$ cat src/rtl/axi4_lite_read_arbiter.sv
// axi4_lite_read_arbiter
//   Shares one AXI4-Lite read slave among NUM_MASTERS read masters.
//   One transaction in flight at a time: IDLE (arbitrate) -> ADDR -> DATA.
//   Round-robin arbitration by default. Defining AXIL_RD_ARB_FIXED_PRIO_EN
//   switches to fixed priority, where the lowest index always wins.
//   Handshake signals are forwarded combinationally once a master holds the
//   grant. Masters without the grant always see READY/VALID low and zero data.
module axi4_lite_read_arbiter #(
    parameter int NUM_MASTERS = 2,
    parameter int ADDR_WIDTH  = 32,
    parameter int DATA_WIDTH  = 32
) (
    input  logic                              clk,
    input  logic                              resetn,
    input  logic [NUM_MASTERS*ADDR_WIDTH-1:0] M_AR_ADDR,
    input  logic [NUM_MASTERS-1:0]            M_AR_VALID,
    output logic [NUM_MASTERS-1:0]            M_AR_READY,
    output logic [NUM_MASTERS*DATA_WIDTH-1:0] M_R_DATA,
    output logic [NUM_MASTERS*2-1:0]          M_R_RESP,
    output logic [NUM_MASTERS-1:0]            M_R_VALID,
    input  logic [NUM_MASTERS-1:0]            M_R_READY,
    output logic [ADDR_WIDTH-1:0]             S_AR_ADDR,
    output logic                              S_AR_VALID,
    input  logic                              S_AR_READY,
    input  logic [DATA_WIDTH-1:0]             S_R_DATA,
    input  logic [1:0]                        S_R_RESP,
    input  logic                              S_R_VALID,
    output logic                              S_R_READY,
    output logic [$clog2(NUM_MASTERS)-1:0]    GRANT_ID,
    output logic                              BUSY
);

    localparam int GW = $clog2(NUM_MASTERS);

    typedef enum logic [1:0] {
        ST_IDLE = 2'd0,
        ST_ADDR = 2'd1,
        ST_DATA = 2'd2
    } state_t;

    state_t        state_reg;
    state_t        state_next;
    logic [GW-1:0] grant_reg;
    logic [GW-1:0] grant_next;
    logic [GW-1:0] winner;
    logic          winner_found;

`ifdef AXIL_RD_ARB_FIXED_PRIO_EN
    // Fixed priority: scan downward so the lowest requesting index is kept.
    always_comb begin
        winner       = '0;
        winner_found = 1'b0;
        for (int i = NUM_MASTERS - 1; i >= 0; i--) begin
            if (M_AR_VALID[i]) begin
                winner       = GW'(i);
                winner_found = 1'b1;
            end
        end
    end
`else
    logic [GW-1:0] last_grant_reg;
    logic [GW-1:0] last_grant_next;

    // Round-robin: first requester found scanning upward from last_grant+1 with wrap.
    always_comb begin
        int idx;
        winner       = '0;
        winner_found = 1'b0;
        idx          = 0;
        for (int k = 1; k <= NUM_MASTERS; k++) begin
            idx = int'(last_grant_reg) + k;
            if (idx >= NUM_MASTERS) begin
                idx = idx - NUM_MASTERS;
            end
            if (!winner_found && M_AR_VALID[idx]) begin
                winner       = GW'(idx);
                winner_found = 1'b1;
            end
        end
    end
`endif

    // State, grant and arbitration history registers.
    always_ff @(posedge clk or negedge resetn) begin
        if (!resetn) begin
            state_reg      <= ST_IDLE;
            grant_reg      <= '0;
`ifndef AXIL_RD_ARB_FIXED_PRIO_EN
            last_grant_reg <= GW'(NUM_MASTERS - 1);
`endif
        end else begin
            state_reg      <= state_next;
            grant_reg      <= grant_next;
`ifndef AXIL_RD_ARB_FIXED_PRIO_EN
            last_grant_reg <= last_grant_next;
`endif
        end
    end

    // Next-state logic plus the slave-facing outputs, all derived from state.
    always_comb begin
        state_next      = state_reg;
        grant_next      = grant_reg;
`ifndef AXIL_RD_ARB_FIXED_PRIO_EN
        last_grant_next = last_grant_reg;
`endif
        S_AR_VALID      = 1'b0;
        S_AR_ADDR       = '0;
        S_R_READY       = 1'b0;
        case (state_reg)
            ST_IDLE: begin
                if (winner_found) begin
                    grant_next = winner;
                    state_next = ST_ADDR;
                end
            end
            ST_ADDR: begin
                S_AR_VALID = 1'b1;
                S_AR_ADDR  = M_AR_ADDR[int'(grant_reg)*ADDR_WIDTH +: ADDR_WIDTH];
                if (S_AR_READY) begin
                    state_next = ST_DATA;
                end
            end
            ST_DATA: begin
                S_R_READY = M_R_READY[grant_reg];
                if (S_R_VALID && M_R_READY[grant_reg]) begin
                    state_next      = ST_IDLE;
`ifndef AXIL_RD_ARB_FIXED_PRIO_EN
                    last_grant_next = grant_reg;
`endif
                end
            end
            default: begin
                state_next = ST_IDLE;
            end
        endcase
    end

    // Per-master lanes: only the granted lane sees the slave's handshake and data.
    for (genvar gi = 0; gi < NUM_MASTERS; gi++) begin : g_lane
        logic lane_sel;
        assign lane_sel = (grant_reg == GW'(gi));
        assign M_AR_READY[gi] = (state_reg == ST_ADDR) && lane_sel && S_AR_READY;
        assign M_R_VALID[gi]  = (state_reg == ST_DATA) && lane_sel && S_R_VALID;
        assign M_R_DATA[gi*DATA_WIDTH +: DATA_WIDTH] =
            ((state_reg == ST_DATA) && lane_sel) ? S_R_DATA : '0;
        assign M_R_RESP[gi*2 +: 2] =
            ((state_reg == ST_DATA) && lane_sel) ? S_R_RESP : 2'b00;
    end

    assign GRANT_ID = grant_reg;
    assign BUSY     = (state_reg != ST_IDLE);

endmodule

$ cat config.mk
export PLATFORM = sky130hd
export DESIGN_NAME = axi4_lite_read_arbiter
export DESIGN_NICKNAME = d
export VERILOG_FILES = /design/src/rtl/axi4_lite_read_arbiter.sv
export SDC_FILE = /design/constraint.sdc
export NUM_CORES = 1
export LEC_CHECK = 0
export BUFFER_PORTS_ARGS = -buffer_cell sky130_fd_sc_hd__buf_2
export CAP_MARGIN = 20
export CORE_AREA = 2 2 83 85
export DETAILED_ROUTE_END_ITERATION = 12
export DIE_AREA = 0 0 85 87
export HOLD_SLACK_MARGIN = 0.08
export PLACE_DENSITY = 0.72
export REMOVE_ABC_BUFFERS = 1
export SYNTH_ARGS = -nofsm -noshare
export SYNTH_HDL_FRONTEND = slang
export SYNTH_SLANG_ARGS = --single-unit
$ cat constraint.sdc
create_clock -name clk -period 3.2 [get_ports clk]
set_clock_uncertainty 0.05 [all_clocks]
set_input_delay 0 -clock clk [delete_from_list [all_inputs] [get_ports clk]]
set_output_delay 0 -clock clk [all_outputs]
set_load 0.02 [all_outputs]
After elaboration in Yosys (flattened, before gate mapping)

Cells that the tools add are included.

Reductions and logical operators: 16
Equal/unequal tests: 5
Shift operators: 1
Add/subtract/negate cells: 4
Mux-type cells: 25
Order comparisons: 5
Bitwise gates (word level): 1

Operators with widths:

| cell                                                               | number |
|---|---|
| two-way mux 32 bit                                                 | 5 |
| less-than comparator 32 x 3 -> 1 bit (second input constant)       | 2 |
| indexed part select 64 x 7 -> 32 bit                               | 1 |
| two-way mux 1 bit                                                  | 14 |
| logical AND 1 bit                                                  | 10 |
| two-way mux 2 bit                                                  | 5 |
| inequality test 2 bit (second input constant)                      | 3 |
| one-hot mux 2 bit (3 select lines)                                 | 1 |
| AND reduction 2 bit                                                | 2 |
| subtractor 3 x 2 -> 4 bit (second input constant)                  | 1 |
| adder 1 x 2 -> 3 bit (second input constant)                       | 1 |
| greater-or-equal comparator 3 x 2 -> 1 bit (second input constant) | 1 |
| AND reduction 3 bit                                                | 1 |
| subtractor 2 x 2 -> 3 bit (second input constant)                  | 1 |
| adder 1 x 1 -> 2 bit (second input constant)                       | 1 |
| equality test 2 x 1 -> 1 bit (second input constant)               | 1 |
| equality test 2 bit (second input constant)                        | 1 |
| greater-or-equal comparator 2 bit (second input constant)          | 1 |
| zero test 2 bit                                                    | 1 |
| less-than comparator 1 x 2 -> 1 bit (second input constant)        | 1 |
| nonzero test 2 bit                                                 | 1 |
| zero test 1 bit                                                    | 1 |
| inverter 1 bit                                                     | 1 |

Register bits: 4
Output and inout port bits: 108
Input port bits: 106
Logic and storage cells: 60

Longest topological paths before layout

Depth in word-level cells: 12
Depth in mapped cells: 5
Mapped depth without buffers: 4

Worst setup path before layout

Ideal clock, no wire load.

Kind: reg-to-reg
Start: register grant_reg (netlist: GRANT_ID)
End: register last_grant_reg
Clock period less this slack: 1,317 ps
Buffers on the path: 0
Required time: 3,068 ps
Slack: 1,883 ps
Cell stages (with the launch flop): 4
Library setup time: 82 ps
Arrival: 1,185 ps
Path through: dfrtp_1 > mux2i_1 > nor3b_1 > mux2_2

Word-level cells in the longest chain between the ends: 4

Ends and longest elaborated chain:

| item                                                 | line | source |
|---|---|---|
| from (decl)                                          | 43   | `logic [GW-1:0] grant_reg;` |
| from (signal assigned)                               | 93   | `grant_reg <= grant_next;` |
| two-way mux 1 bit (not written as such) (2 in a row) | 126  | `if (S_R_VALID && M_R_READY[grant_reg]) begin` |
| logical AND 1 bit                                    | 126  |  |
| AND reduction 2 bit (no source line)                 | -    |  |
| to (signal assigned)                                 | 89   | `last_grant_reg <= GW'(NUM_MASTERS - 1);` |
| to (signal assigned)                                 | 95   | `last_grant_reg <= last_grant_next;` |
| to (decl)                                            | 61   | `logic [GW-1:0] last_grant_reg;` |

Parallel ways exist; a longest one is shown, timed or not. The select of a mux whose other input is x is not followed.
A chain may end at the register's enable or synchronous reset.

Worst setup path after layout

Start: register state_reg[0]
End: output M_R_DATA[18]

Word-level cells in the longest chain between the ends: 3

Ends and longest elaborated chain:

| item                   | line | source |
|---|---|---|
| from (decl)            | 41   | `state_t state_reg;` |
| from (signal assigned) | 92   | `state_reg <= state_next;` |
| equality test 2 bit    | 146  | `((state_reg == ST_DATA) && lane_sel) ? S_R_DATA : '0;` |
| logical AND 1 bit      | 146  |  |
| two-way mux 32 bit     | 146  |  |
| to (decl)              | 18   | `output logic [NUM_MASTERS*DATA_WIDTH-1:0] M_R_DATA,` |

Every way passes these cells.

==> results.toml <==
[routing]
first_pass_iters = 4
vias = 1918
postRouteAntennaNets = 0
routed_wl_um = 5480
drc = 0
wl_per_cell_um = 11.8
first_iter_violations = 26
avgViaCountPerCell = 4.14

[global_route]
grt_pass1_vias = 1749
grt.overflow.total = 0
grt_max_degree = 36
antenna_found_initial = 0
grt_pass1_wl_um = 8220
gr-usage-all-layers_pct = 13.4

[yosys]
synthCells = 174
yosysSeqAreaShare_pct = 8.12
synth-seq-cells = 4
synth_cell_types = 23
postSynthAreaPerCell_um2 = 7.18
ys_warn_count = 0
syn_area_um2 = 1250

[floorplan]
core_um2 = 6570
die_w_um = 85
io_pins = 214
rows = 30
start_util_pct = 19.0
chipHeight_um = 87
die_area_um2 = 7400

[setup_path]
crit_required_ps = 3150
critPathMaxStageDelay_ps = 450
cp-end-kind = "primary output"
crit_buf_inv = 1
crit_start = "state_reg[0]"
crit_fanout = 35
r2r_slack_ps = 1830
path_delay_family = "simple AND/OR/NAND/NOR gates"
critPathSlowestCell = "nor2_4"
worst_ep_arrival_time_ps = 1680
start_kind = "register"
worst-path-stages = 4
cp-endpoint = "M_R_DATA[18]"
timing.rr.start = "GRANT_ID"
crit_chain = "nand2b_4 > nor2_4 > and2_1 > buf_2"
reg2regPathDepth = 3
r2r-end = "last_grant_reg"
setup.worst_path.class = "register to primary output"

[power]
cellLeakagePower_uw = 0.00164
p_seq_share_pct = 7.3
power.share.switching_pct = 58.0
clkPwrFrac_pct = 6.8
p_per_area_nw_per_um2 = 676
p_switching_uw = 941
pwr-share-comb_pct = 85.9
internal-power_uw = 683
finalPower_uw = 1620
vdd_drop_max_v = 0.000342

[placed_design]
port_buffers = 213
place_congestion = 0.727
preCtsSetupSlack_ps = 1680
dpl.hpwl_um = 4790

[timing]
rsz0062_at_grt = "false"
period_share_pct = 54.0
setup_viol = 0
worst_pin_slew_ps = 561
slew-limit-headroom_pct = 62.5
drv_slew = 0
fmax_mhz = 578
min_period_ps = 1730
hold_viol = 0
tns_ps = 0
layout_setup_ws_ps = 1470

[flow_run]
maxCapViolCount = 0

[clock_network]
clk_latency_ps = 220
post_cts.repair.setup_buffers = 0
clockBufferDepth = 2
cts_buffers = 3
cts_tree = "built"
root_buffer = "clkbuf_8"
path_clk_slew_ps = 40
clkSinkCount = 4
h-tree-depth = 1

[final_layout]
fin_nets = 490
syn2layout_area_growth_pct = 92.4
n_antenna_cell = 0
final_util_pct = 36.6
drive_gt1_share_pct = 58.7
largest_register_ffs = 2

[hold_path]
hold_path.class = "input port to register"

[status]
status = "complete, no violations"
==> kinds of logic after synthesis <==
group	count (synthesis)	share of synthesized area (%)
AOI/OAI and AO/OA	4	1.90
buffers and inverters	17	10.2
and+or+nand+nor	115	52.4
DFF	4	8.12
muxes	34	27.4
==> cell usage after synthesis <==
cell | number | area share, %
a211oi_1 | 1 | 0.60
a21oi_1 | 1 | 0.40
a31oi_1 | 1 | 0.50
and2_1 | 70 | 35
and2b_1 | 1 | 0.60
buf_2 | 4 | 1.6
buf_6 | 7 | 6.3
clkbuf_2 | 3 | 1.2
dfrtp_1 | 3 | 6.0
dfstp_2 | 1 | 2.1
inv_1 | 2 | 0.60
inv_4 | 1 | 0.50
mux2_2 | 1 | 0.90
mux2i_1 | 33 | 26
nand2_1 | 1 | 0.30
nand2b_1 | 2 | 1.0
nand2b_4 | 1 | 1.1
nor2_1 | 36 | 11
nor2_4 | 1 | 0.90
nor2_8 | 1 | 1.6
nor3_1 | 1 | 0.40
nor3b_1 | 1 | 0.60
o21ai_0 | 1 | 0.40
==> cell usage in the layout, fill, tap and decap left out <==
master | synthesis | layout
and2b_1 | 1 | 1
inv_4 | 1 | 1
nor2_8 | 1 | 1
mux2i_1 | 33 | 33
nand2b_1 | 2 | 2
mux2_2 | 1 | 1
buf_4 | 0 | 2
nor2_1 | 36 | 36
nor3b_1 | 1 | 1
a211oi_1 | 1 | 1
dfrtp_2 | 0 | 1
a31oi_1 | 1 | 1
buf_2 | 4 | 213
inv_1 | 2 | 2
dfstp_2 | 1 | 1
clkbuf_1 | 0 | 1
dfrtp_1 | 3 | 2
nor2_4 | 1 | 1
clkbuf_8 | 0 | 3
dlygate4sd3_1 | 0 | 4
and2_1 | 70 | 70
a21oi_1 | 1 | 1
nand2_1 | 1 | 1
nor3_1 | 1 | 1
o21ai_0 | 1 | 1
nand2b_4 | 1 | 1
==> metrics by stage <==
step,hold WS (ps),cell area (um2),instances
6_report,84.2,2400,463
3_5_place_dp,-237,2320,455
3_3_place_gp,-241,2320,455
4_1_cts,85.2,2400,463
5_1_grt,108,2400,463
2_1_floorplan,-346,1130,160
==> cell type report <==
class	count	area, um2
fill	688	4170
inverter	3	13.8
timing repair buffer	219	1120
sequential	4	103
tap	80	100
clock buffer	4	45.0
multi-input combinational	153	1020
==> power groups by stage <==
stage               clock (uW)  combinational (uW)  sequential [uW]
CTS                        113                1410              118
detailed placement           0                1400              119
global placement             0                1380              114
finish                     111                1390              118
floorplan                    0                 867              193
global route               119                1500              126
==> routing by layer <==
layer | part of all wire (%) | GRT usage (%) | up-vias
met4 | 0.20 | 2.02 | 0
met3 | 11 | 1.71 | 2
li1 | - | - | 966
met5 | 0 | 0 | -
met2 | 51 | 26.5 | 130
met1 | 38 | 15.5 | 820
==> worst reg2reg max path, cell delays in order, from the launching register on <==
cell	delay, ps
dfrtp_2	460
mux2i_1	170
nor3b_1	240
mux2_2	370
==> what timing repair did <==
action | 4_1_cts | 5_1_grt
hold buffers | 4 | 0
endpoints found under the hold margin | 7 | 0
endpoints found under the setup margin | 0 | 0
gates resized for setup | 0 | 0
==> how the worst min path moves through the flow <==
stage / start / slack (ps) / depth (start not counted) / to
floorplan: resetn / -350 / 0 / GRANT_ID
global placement: resetn / -240 / 1 / state_reg[1]
detailed placement: resetn / -240 / 1 / state_reg[0]
CTS: S_R_VALID / 90 / 3 / state_reg[1]
global route: M_AR_VALID[1] / 110 / 3 / GRANT_ID
finish: M_AR_VALID[1] / 80 / 3 / GRANT_ID
No activity file was read; power rests on OpenSTA's default activity.
